**src/rtl/pg_input_if.sv**
```systemverilog
// Operand/result bundle for the generate/propagate input stage.
// The master drives operands and the slave returns per-bit generate/propagate.
interface pg_input_if #(
    parameter int unsigned WIDTH = 8
) ();
    logic             in_valid;
    logic [WIDTH-1:0] x;
    logic [WIDTH-1:0] y;
    logic             c_in;
    logic             out_valid;
    logic [WIDTH-1:0] gen;
    logic [WIDTH-1:0] prop;
    logic             c_in_q;

    modport master (
        output in_valid, x, y, c_in,
        input  out_valid, gen, prop, c_in_q
    );

    modport slave (
        input  in_valid, x, y, c_in,
        output out_valid, gen, prop, c_in_q
    );
endinterface

```
**src/rtl/pg_input.sv**
```systemverilog
// Bit-level generate/propagate stage feeding the parallel-prefix adder tree.
// The carry-in is folded into gen[0] so the tree needs no separate carry input.
module pg_input #(
    parameter int unsigned WIDTH      = 8,
    parameter bit          REGISTERED = 1'b1
) (
    input logic       clk,
    input logic       rst,
    pg_input_if.slave bus
);
    logic [WIDTH-1:0] gen_c;
    logic [WIDTH-1:0] prop_c;

    always_comb begin
        gen_c     = bus.x & bus.y;
        prop_c    = bus.x ^ bus.y;
        // Bit 0 generates when the carry-in propagates through it (majority).
        gen_c[0]  = (bus.x[0] & bus.y[0]) | (bus.c_in & prop_c[0]);
    end

    if (REGISTERED) begin : g_reg
        logic             valid_q, valid_d;
        logic [WIDTH-1:0] gen_q, gen_d;
        logic [WIDTH-1:0] prop_q, prop_d;
        logic             cin_q, cin_d;

        always_comb begin
            valid_d = bus.in_valid;
            gen_d   = gen_q;
            prop_d  = prop_q;
            cin_d   = cin_q;
            // Data only loads on a valid beat, so idle-cycle junk never reaches the outputs.
            if (bus.in_valid) begin
                gen_d  = gen_c;
                prop_d = prop_c;
                cin_d  = bus.c_in;
            end
        end

        always_ff @(posedge clk) begin
            if (rst) begin
                valid_q <= 1'b0;
                gen_q   <= '0;
                prop_q  <= '0;
                cin_q   <= 1'b0;
            end else begin
                valid_q <= valid_d;
                gen_q   <= gen_d;
                prop_q  <= prop_d;
                cin_q   <= cin_d;
            end
        end

        assign bus.out_valid = valid_q;
        assign bus.gen       = gen_q;
        assign bus.prop      = prop_q;
        assign bus.c_in_q    = cin_q;
    end else begin : g_comb
        logic unused_clk;
        assign unused_clk = clk;

        assign bus.out_valid = bus.in_valid & ~rst;
        assign bus.gen       = gen_c;
        assign bus.prop      = prop_c;
        assign bus.c_in_q    = bus.c_in;
    end
endmodule

```
**src/flat_wrapper.sv**
```systemverilog
// flat-port wrapper written by rule: the top's interface ports become plain ports
module pg_input_flat 
#(
    parameter int unsigned WIDTH      = 8,
    parameter bit          REGISTERED = 1'b1
)
  (clk, rst, bus_in_valid, bus_x, bus_y, bus_c_in, bus_out_valid, bus_gen, bus_prop, bus_c_in_q);
  pg_input_if #(.WIDTH(WIDTH)) bus_i ();
  input logic clk;
  input logic rst;
  input wire logic [$bits(bus_i.in_valid)-1:0] bus_in_valid;
  input wire logic [$bits(bus_i.x)-1:0] bus_x;
  input wire logic [$bits(bus_i.y)-1:0] bus_y;
  input wire logic [$bits(bus_i.c_in)-1:0] bus_c_in;
  output wire logic [$bits(bus_i.out_valid)-1:0] bus_out_valid;
  output wire logic [$bits(bus_i.gen)-1:0] bus_gen;
  output wire logic [$bits(bus_i.prop)-1:0] bus_prop;
  output wire logic [$bits(bus_i.c_in_q)-1:0] bus_c_in_q;
  assign bus_i.in_valid = bus_in_valid;
  assign bus_i.x = bus_x;
  assign bus_i.y = bus_y;
  assign bus_i.c_in = bus_c_in;
  assign bus_out_valid = bus_i.out_valid;
  assign bus_gen = bus_i.gen;
  assign bus_prop = bus_i.prop;
  assign bus_c_in_q = bus_i.c_in_q;
  pg_input #(.WIDTH(WIDTH), .REGISTERED(REGISTERED)) u_core (.clk(clk), .rst(rst), .bus(bus_i));
endmodule
```
**config.mk**
```make
export PLATFORM = sky130hd
export DESIGN_NAME = pg_input_flat
export DESIGN_NICKNAME = d
export VERILOG_FILES = /design/src/rtl/pg_input_if.sv /design/src/rtl/pg_input.sv /design/src/flat_wrapper.sv
export SDC_FILE = /design/constraint.sdc
export NUM_CORES = 1
export LEC_CHECK = 0
export CORE_MARGIN = 2
export CORE_UTILIZATION = 38
export DETAILED_ROUTE_END_ITERATION = 12
export PLACE_DENSITY = 0.78
export SYNTH_ARGS = -nofsm -noshare
export SYNTH_HDL_FRONTEND = slang
export SYNTH_SLANG_ARGS = --single-unit
```
**constraint.sdc**
```tcl
create_clock -name clk -period 0.9 [get_ports clk]
set_input_delay 0.135 -clock clk [delete_from_list [all_inputs] [get_ports clk]]
set_output_delay 0.135 -clock clk [all_outputs]
set_load 0.05 [all_outputs]
```
==> results.yml, run 1 <==
outcome:
  status: "complete, but fails checks"
  failed_checks: "negative setup slack"
logic_synthesis:
  ys_types: 10
  yosysMostFrequentCell: "dfxtp_1"
  syn-cell-area_um2: 744
  synthXorXnorAreaFrac_pct: 0
  syn-num-nets: 94
  yosys-top-cells-count: "18 x dfxtp_1, 17 x nor2_1, 16 x mux2i_1"
  synth_warnings: 0
  synth_mux_area_share_pct: 21.5
  synthFlopType: "dfxtp_1"
  synth-adder-area-share_pct: 13.4
  ys_seq_area_share_pct: 48.4
  synthTopCellsByArea: "dfxtp_1 48%, mux2i_1 22%, ha_1 13%"
  ys_ff_latch: 18
  synth_top_cell_area_share_pct: 48.4
  syn_area_per_cell_um2: 11.3
  synth_cells: 66
  postSynth.asyncResetShare_pct: 0
  synth_simple_gate_area_share_pct: 9.41
  synth_edf_count: 0
  synth_top_family_by_area: "multiplexers"
  synth_area_leader_cell: "dfxtp_1"
  synth_compound_area_share_pct: 1.68
power:
  vdd_drop_max_mv: 1.22
  p_per_area_nw_per_um2: 1390
  p_leak_nw: 0.660
timing:
  period_minus_slack_ns: 0.932
  rsz0062_at_grt: "yes"
  report.final.setup_viol: 18
  tightest_slew_ns: 0.173
  max_freq_ghz: 1.07
  finalHoldViolCount: 0
  finalMaxSlewViolations: 0
  clock_skew_ns: 0
  slew_headroom_pct: 88.1
  final.period_utilization_pct: 104
  final.setup.worst_slack_ns: -0.0318
worst_setup_path:
  worst_path_largest_cell_delay_ns: 0.37
  critPathKind: "register to output port"
  critPathCaptureType: "output port"
  rrSetupSlack_ns: 0.09
  cp_top_family: "flip-flops"
  cp_data_arrival_time_ns: 0.80
  slowest_stage: "dfxtp_4"
  path_buf_inv: 1
  path_cells: "buf_12"
  crit_required_ns: 0.76
  startpoint: "u_core.bus.prop[2]$_SDFFE_PP0P_"
  startpoint_type: "register"
  crit_fanout: 2
  timing.rr.start: "u_core.bus.gen[4]$_SDFFE_PP0P_"
routing:
  met3_wirelength_um: 104
  wl_per_cell_um: 12.9
  num_vias: 605
  top_layer_used: "met4"
  wirelength_um: 1740
  vias_per_cell: 4.48
  antenna_left: 0
  dr.pass1.iters: 2
  drt-met1-wl_um: 667
  drt_iter0_markers: 4
  drc_errors: 0
  routed-wl-met2_um: 923
cells_and_area:
  final_layout_size_suffix_gt1_share_pct: 44.4
  finish.utilization_pct: 76.1
  syn_to_final_growth_pct: 94.5
  antenna_cells: 0
  layout.nets: 137
  stdcell_count: 135
  fillers: 119
  multi_input_area_um2: 364
  regArea_um2: 385
floorplanning:
  core_um2: 1900
  initial_core_util_pct: 39.1
  ioPinCount: 38
  die_x_um: 48.3
  die_area_um2: 2330
  fp-row-count: 16
  fp.dieH_um: 48.3
grt:
  gr-total-overflow: 0
  grt_pass1_wl_um: 2540
  grt_max_degree: 12
  grt_pass1_vias: 538
  antenna_found_initial: 0
  track_usage_pct: 16.5
placement:
  dp.cells: 129
  io_buffers: 37
  routabilityCongestion: 0.620
  dp_hpwl_um: 1270
  preCtsSetupSlack_ns: -0.378
clock_network:
  clk_latency_ns: 0.28
  clockRootBuffer: "clkbuf_4"
  cts_buffers: 3
  ctsHoldBuffers: 0
  clock_path_buffers: 2
  numClockSinks: 18
  htreeDepth: 1
  clk_pin_slew_ns: 0.10
  tritoncts: "built"
worst_hold_path:
  hp-class: "input pin to register"
  hp-start: "bus_y[1]"
run:
  cap_violations: 0
==> per-layer routing <==
metal,up-vias,global-route usage [%]
li1,306,-
met4,0,9.73
met3,4,4.44
met5,-,0
met1,272,19.2
met2,23,26.8
==> power by group <==
group	switching (mW)	internal, mW
sequential	0.0503	0.854
clock	0.228	0.246
combinational	0.288	0.349
total	0.567	1.45
==> sequential cells by signal, summed over array words and instances, names as in the netlist <==
register,count
u_core.bus.c_in_q,1
u_core.bus.gen,8
u_core.bus.out_valid,1
u_core.bus.prop,8
==> placed cells by master, fill, tap and decap left out <==
cell | Yosys | final
a21oi_2 | 0 | 1
dfxtp_2 | 0 | 17
dfxtp_4 | 0 | 1
ha_1 | 8 | 7
ha_4 | 0 | 1
nor2b_1 | 1 | 1
dlymetal6s2s_1 | 0 | 2
clkdlybuf4s50_1 | 0 | 15
clkbuf_4 | 0 | 3
buf_12 | 1 | 19
a211oi_2 | 0 | 1
mux2i_1 | 16 | 16
dlygate4sd2_1 | 0 | 2
nor2_1 | 17 | 17
buf_4 | 0 | 3
clkbuf_8 | 0 | 1
bufbuf_16 | 0 | 1
==> layout make-up <==
class / instances / area share [%]
sequential: 18 / 26.6
tap: 27 / 2.33
clock buffer: 4 / 2.51
multi-input combinational: 44 / 25.2
timing repair buffer: 42 / 43.4
==> stage by stage <==
step | cell area [um^2] | total power, mW | hold WS (ns) | TNS, ns
after CTS | 1420 | 2.03 | 0.410 | -0.462
after global placement | 1320 | 1.51 | 0.501 | -4.93
final | 1450 | 2.02 | 0.262 | -0.273
after floorplan | 746 | 1.19 | 0.282 | 0
after global routing | 1450 | 2.13 | 0.290 | -1.05
after detailed placement | 1320 | 1.52 | 0.499 | -5.72
==> cell families (layout without fill, tap and decap cells) <==
logic type      Yosys count  after routing
compound gates            2              2
fa+ha+maj                 8              8
simple gates             18             18
mux                      16             16
buf+inv                   4             46
flops                    18             18
==> worst paths after layout <==
check | endpoint | depth (start not counted)
max | bus_prop[2] | 1
min | u_core.bus.prop[1]$_SDFFE_PP0P_ | 4
max reg2reg | u_core.bus.gen[4]$_SDFFE_PP0P_ | 3
min reg2reg | u_core.bus.gen[2]$_SDFFE_PP0P_ | 2
==> what timing repair did <==
item	4_1_cts	5_1_grt
buffers inserted	1	0
setup endpoints to repair	34	20
gates resized for setup	20	5
cloned	1	0
hold endpoints to repair	0	0
pin swaps	4	4
Note: power is estimated with default switching activity, not from simulation.
==> run 2, diff against run 1 <==
--- a/config.mk
+++ b/config.mk
@@ -10,4 +10,5 @@
 export DETAILED_ROUTE_END_ITERATION = 12
 export PLACE_DENSITY = 0.78
+export SETUP_SLACK_MARGIN = 0.4
 export SYNTH_ARGS = -nofsm -noshare
 export SYNTH_HDL_FRONTEND = slang
==> constraint.sdc (replaced) <==
create_clock -name clk -period 0.9 [get_ports clk]
set_input_delay 0.09 -clock clk [delete_from_list [all_inputs] [get_ports clk]]
set_output_delay 0.09 -clock clk [all_outputs]
set_load 0.05 [all_outputs]
==> run 2 against run 1 <==
Compared with the run above: the flow now finishes without violations; hold slack lost 0.15 ns; combinational power fell by 2%; clock power fell by 21%; non-clock buffer count is the same; clock skew is the same; register-to-register slack improved by 0.02 ns; sequential power fell by 3.1%; flip-flop and latch count unchanged; total power is 7.0% lower; maximum frequency grew 6.2%; via count grew 5.6%; critical path type unchanged.
==> results.yml, run 2 (synthesized netlist as in run 1, its figures left out) <==
floorplanning:
  ioPinCount: 38
  initial_core_util_pct: 39.1
  fp-row-count: 16
  core_um2: 1900
  fp.dieH_um: 48.3
  die_x_um: 48.3
  die_area_um2: 2330
clock_network:
  numClockSinks: 18
  htreeDepth: 1
  clockRootBuffer: "clkbuf_4"
  cts_buffers: 3
  ctsHoldBuffers: 0
  clock_path_buffers: 2
  clk_pin_slew_ns: 0.09
  clk_latency_ns: 0.28
  tritoncts: "built"
power:
  p_leak_nw: 0.655
  p_per_area_nw_per_um2: 1290
  p_clk_share_pct: 20.0
  p_int_mw: 1.31
  p_sw_share_pct: 30.2
  seqPwrFrac_pct: 46.8
  power_frac_comb_pct: 33.2
  switchingPower_uw: 566
  vdd_drop_max_mv: 1.10
  power_mw: 1.87
routing:
  drt-met1-wl_um: 670
  vias_per_cell: 4.77
  routed-wl-met2_um: 1030
  num_vias: 639
  top_layer_used: "met4"
  drt_iter0_markers: 14
  dr.pass1.iters: 4
  drc_errors: 0
  wl_per_cell_um: 13.8
  antenna_left: 0
  wirelength_um: 1860
  met3_wirelength_um: 123
cells_and_area:
  antenna_cells: 0
  layout.nets: 137
  fillers: 135
  final_layout_size_suffix_gt1_share_pct: 48.6
  multi_input_area_um2: 367
  mostFrequentLayoutCells: "19 x buf_12, 18 x dfxtp_4, 17 x nor2_1"
  finish.utilization_pct: 76.4
  syn_to_final_growth_pct: 95.3
  mostFrequentLayoutCell: "buf_12"
  regArea_um2: 428
timing:
  slew_headroom_pct: 89.1
  holdWs_ns: 0.115
  rsz0062_at_grt: "yes"
  final.period_utilization_pct: 97.5
  final.setup.worst_slack_ns: 0.0224
  tightest_slew_ns: 0.159
  finalHoldViolCount: 0
  report.final.setup_viol: 0
  period_minus_slack_ns: 0.878
  clock_skew_ns: 0
  max_freq_ghz: 1.14
  finalMaxSlewViolations: 0
worst_setup_path:
  cp_data_arrival_time_ns: 0.79
  crit_fanout: 2
  r2r_end: "u_core.bus.prop[2]$_SDFFE_PP0P_"
  path_cells: "buf_12"
  slowest_stage: "dfxtp_4"
  timing.rr.start: "u_core.bus.prop[2]$_SDFFE_PP0P_"
  critPathKind: "register to output port"
  worst_path_largest_cell_delay_ns: 0.37
  startpoint: "u_core.bus.gen[3]$_SDFFE_PP0P_"
  cp_top_family: "flip-flops"
  crit_required_ns: 0.81
  rrSetupSlack_ns: 0.11
  critPathCaptureType: "output port"
  r2r_cells: 3
  path_buf_inv: 1
  startpoint_type: "register"
worst_hold_path:
  hp-class: "input pin to register"
  holdPathEnd: "u_core.bus.c_in_q$_SDFFE_PP0P_"
  hp-start: "bus_c_in"
  hold_depth: 3
grt:
  antenna_found_initial: 0
  track_usage_pct: 18.1
  grt_pass1_wl_um: 2820
  grt_pass1_vias: 664
  gr-total-overflow: 0
  grt_max_degree: 11
placement:
  io_buffers: 37
  preCtsSetupSlack_ns: -0.316
  dp_hpwl_um: 1420
  routabilityCongestion: 0.623
outcome:
  status: "completed"
run:
  cap_violations: 0
[run 2: what timing repair did]
item | in CTS | in global routing
gates cloned | 1 | 0
setup buffers | 1 | 0
pin swaps | 14 | 7
resized for setup | 26 | 6
setup endpoints to repair | 36 | 35
[run 2: power by group through the flow]
stage | clock network (mW) | registers, mW | logic (mW)
2_1_floorplan | 0 | 1.04 | 0.139
3_3_place_gp | 0 | 0.893 | 0.603
5_1_grt | 0.420 | 0.884 | 0.660
3_5_place_dp | 0 | 0.897 | 0.620
6_report | 0.376 | 0.877 | 0.622
4_1_cts | 0.388 | 0.879 | 0.623
[run 2: worst max-delay path by stage]
stage                                           endpoint  slack [ns]  cells after the start
after detailed placement  u_core.bus.gen[0]$_SDFFE_PP0P_       -0.32                      4
after global routing                          bus_gen[4]       -0.01                      1
after CTS                                     bus_gen[3]        0.01                      1
after global placement    u_core.bus.gen[0]$_SDFFE_PP0P_       -0.26                      4
after floorplan           u_core.bus.gen[0]$_SDFFE_PP0P_        0.21                      2
final                                         bus_gen[3]        0.02                      1
[run 2: final cells by class]
type / count / area share [%]
multi-input combinational: 44 / 25.2
tap: 27 / 2.32
timing repair buffer: 42 / 41.5
clock buffer: 3 / 1.55
sequential: 18 / 29.4
[run 2: per-layer routing]
metal	up-vias	GRT usage (%)
met5	-	0
met4	0	6.49
met3	6	4.44
met2	27	33.4
met1	296	19.6
li1	310	-
[run 2: metrics by stage]
step	instance area [um^2]	std cells	setup TNS (ns)
3_5_place_dp	1400	129	-4.62
4_1_cts	1460	134	0
3_3_place_gp	1400	129	-4.17
2_1_floorplan	833	66	0
6_report	1450	134	0
5_1_grt	1450	134	-0.0715
==> edit, RTL diff (config.mk and constraints of run 1) <==
`WIDTH` is set to 8 in 3 places; all go to 7.
--- a/src/rtl/pg_input_if.sv
+++ b/src/rtl/pg_input_if.sv
@@ -1,7 +1,7 @@
 // Operand/result bundle for the generate/propagate input stage.
 // The master drives operands and the slave returns per-bit generate/propagate.
 interface pg_input_if #(
-    parameter int unsigned WIDTH = 8
+    parameter int unsigned WIDTH = 7
 ) ();
     logic             in_valid;
     logic [WIDTH-1:0] x;
--- a/src/rtl/pg_input.sv
+++ b/src/rtl/pg_input.sv
@@ -1,7 +1,7 @@
 // Bit-level generate/propagate stage feeding the parallel-prefix adder tree.
 // The carry-in is folded into gen[0] so the tree needs no separate carry input.
 module pg_input #(
-    parameter int unsigned WIDTH      = 8,
+    parameter int unsigned WIDTH      = 7,
     parameter bit          REGISTERED = 1'b1
 ) (
     input logic       clk,
--- a/src/flat_wrapper.sv
+++ b/src/flat_wrapper.sv
@@ -1,7 +1,7 @@
 // flat-port wrapper written by rule: the top's interface ports become plain ports
 module pg_input_flat 
 #(
-    parameter int unsigned WIDTH      = 8,
+    parameter int unsigned WIDTH      = 7,
     parameter bit          REGISTERED = 1'b1
 )
   (clk, rst, bus_in_valid, bus_x, bus_y, bus_c_in, bus_out_valid, bus_gen, bus_prop, bus_c_in_q);
Interface: changed (resized bus_gen, bus_prop, bus_x and bus_y); port bits go from 38 to 34. The function was not compared with the original's and may differ.
==> edit against run 1 <==
The run still ends with setup timing left; count of clock-buffer cells in the layout is the same; cell area shrank 12%; combinational power shrank 11%; routed wire length shrank 17%; synthesized area shrank 11%; total power shrank 8.7%; worst setup slack gained 0.017 ns; sequential share of layout area is essentially flat; sequential cell count shrank 2.
==> edit: results (changes against run 1) <==
Outcome: finished with violations
Violations in the final reports: setup timing
Critical register-to-register path startpoint: u_core.bus.gen[0]
Gr usage total: 0.156 (-0.00834)
Total net switching power: 517 µW (-8.7%)
First-pass GRT wire length: 2300 µm (-9.3%)
Area contributors post-synth: sky130_fd_sc_hd__dfxtp_1, sky130_fd_sc_hd__mux2i_1, sky130_fd_sc_hd__ha_1
Part of the total power dissipated in sequential elements: 0.437 (-0.012)
Overall power consumption: 1.84 mW (-8.7%)
DP HPWL: 1090 µm (-14%)
Slew @ Worst Pin: 0.198 ns (+0.0256 ns)
Reg-to-reg setup timing slack: 0.10 ns
Sum Neg Setup Slack: -0.138 ns (+0.136 ns)
Mean number of vias per cell: 4.90 (+9.4%)
Clock transition at path regs: 0.09 ns
Clock insertion delay at the later pin of the skew report: 0.27 ns
Placed standard-cell area: 1180 µm² (-11%)
Mapped Nets: 83 (-12%)
Fraction of final layout cells with drive strength greater than 1: 0.427 (-0.0174)
Setup slack at placement: -0.358 ns (+0.0193 ns)
Peak VDD IR: 0.00108 V (-12%)
Power Clock: 467 µW (-1%)
Vias post-DR: 554 (-8.4%)
Worst path arrival time: 0.78 ns (-0.02 ns)
Worst Clk Skew: 0 ns (unchanged)
Routability cong.: 0.665 (+7.4%)
Sequential fraction of the synthesis area: 0.486 (+0.00173)
Number of standard cells after synthesis: 58 (-12%)
Number of nets in the finished design: 122 (-11%)
Hold Worst Slack: 0.418 ns (+0.157 ns)
Critical path's slowest cell: sky130_fd_sc_hd__dfxtp_2
Length of the first detailed-routing pass in iterations: 3 (+1)
R2r endpoint: u_core.bus.gen[0]
Antenna diodes: 0 (unchanged)
WHS Endpoint: u_core.bus.prop[0]
Pin count of the biggest net entering global routing: 17 (+5)
Asr flop ratio synth: 0 (unchanged)
Worst path setup slack after routing: -0.0149 ns (+0.0168 ns)
Pleak: 0.576 nW (-13%)
Routed wire per std cell: 12.8 µm (-0.72%)
Port Buffers: 33 (-11%)
Most numerous cell types in the synthesized netlist: sky130_fd_sc_hd__dfxtp_1, sky130_fd_sc_hd__nor2_1, sky130_fd_sc_hd__mux2i_1
Finish-stage setup viols: 15 (-3)
Post-Place Cells: 107 (-17%)
Number of violations reported at the end of detailed-routing iteration 0: 2 (-2)
Origin of the worst min-delay path: bus_x[0]
Number of global-route vias before repair: 552 (+2.6%)
[edit: cell types whose count changed in the layout (fill, tap and decap cells not counted), sizes merged]
cell / before / now
ha: 8 / 7
dlymetal6s2s: 2 / 0
buf: 22 / 19
clkdlybuf4s50: 15 / 14
mux2i: 16 / 14
dlygate4sd2: 2 / 3
nor2: 17 / 15
dfxtp: 18 / 16
[edit: final cells by class]
class | count | area (µm²)
repair buffers | 37 | 567
fillers | 110 | 390
multi-input cells | 39 | 315
flip-flops and latches | 16 | 340
clock buffers | 4 | 36.3
well taps | 17 | 21.3
[edit: worst max path at each step]
stage	startpoint	to	slack, ns	depth (start not counted)
2_1_floorplan	u_core.bus.c_in_q	u_core.bus.c_in_q	0.02	2
3_3_place_gp	bus_y[0]	u_core.bus.gen[0]	-0.29	4
3_5_place_dp	bus_x[0]	u_core.bus.gen[0]	-0.36	4
4_1_cts	u_core.bus.gen[4]	bus_gen[4]	-0.02	1
5_1_grt	u_core.bus.gen[2]	bus_gen[2]	-0.04	1
6_report	u_core.bus.gen[1]	bus_gen[1]	-0.01	1
[edit: repair_timing]
item / in CTS / in global routing
endpoints found under the setup margin: 20 / 16
gates resized for setup: 19 / 0
cloned: 1 / 0
buffers inserted: 0 / 1
[edit: cell families after synthesis]
group                    share of synthesized area
flip-flops                                   0.486
AO/OA/AOI/OAI                               0.0190
AND/OR/NAND/NOR                             0.0949
adder cells (fa/ha/maj)                      0.133
multiplexers                                 0.213
buffers and inverters                       0.0550
[edit: routing by layer]
metal,up-vias,GRT usage,wire [µm]
met5,-,0,0
li1,273,-,-
met2,21,0.276,821
met3,2,0.0317,94
met4,0,0.0941,21
met1,258,0.168,509
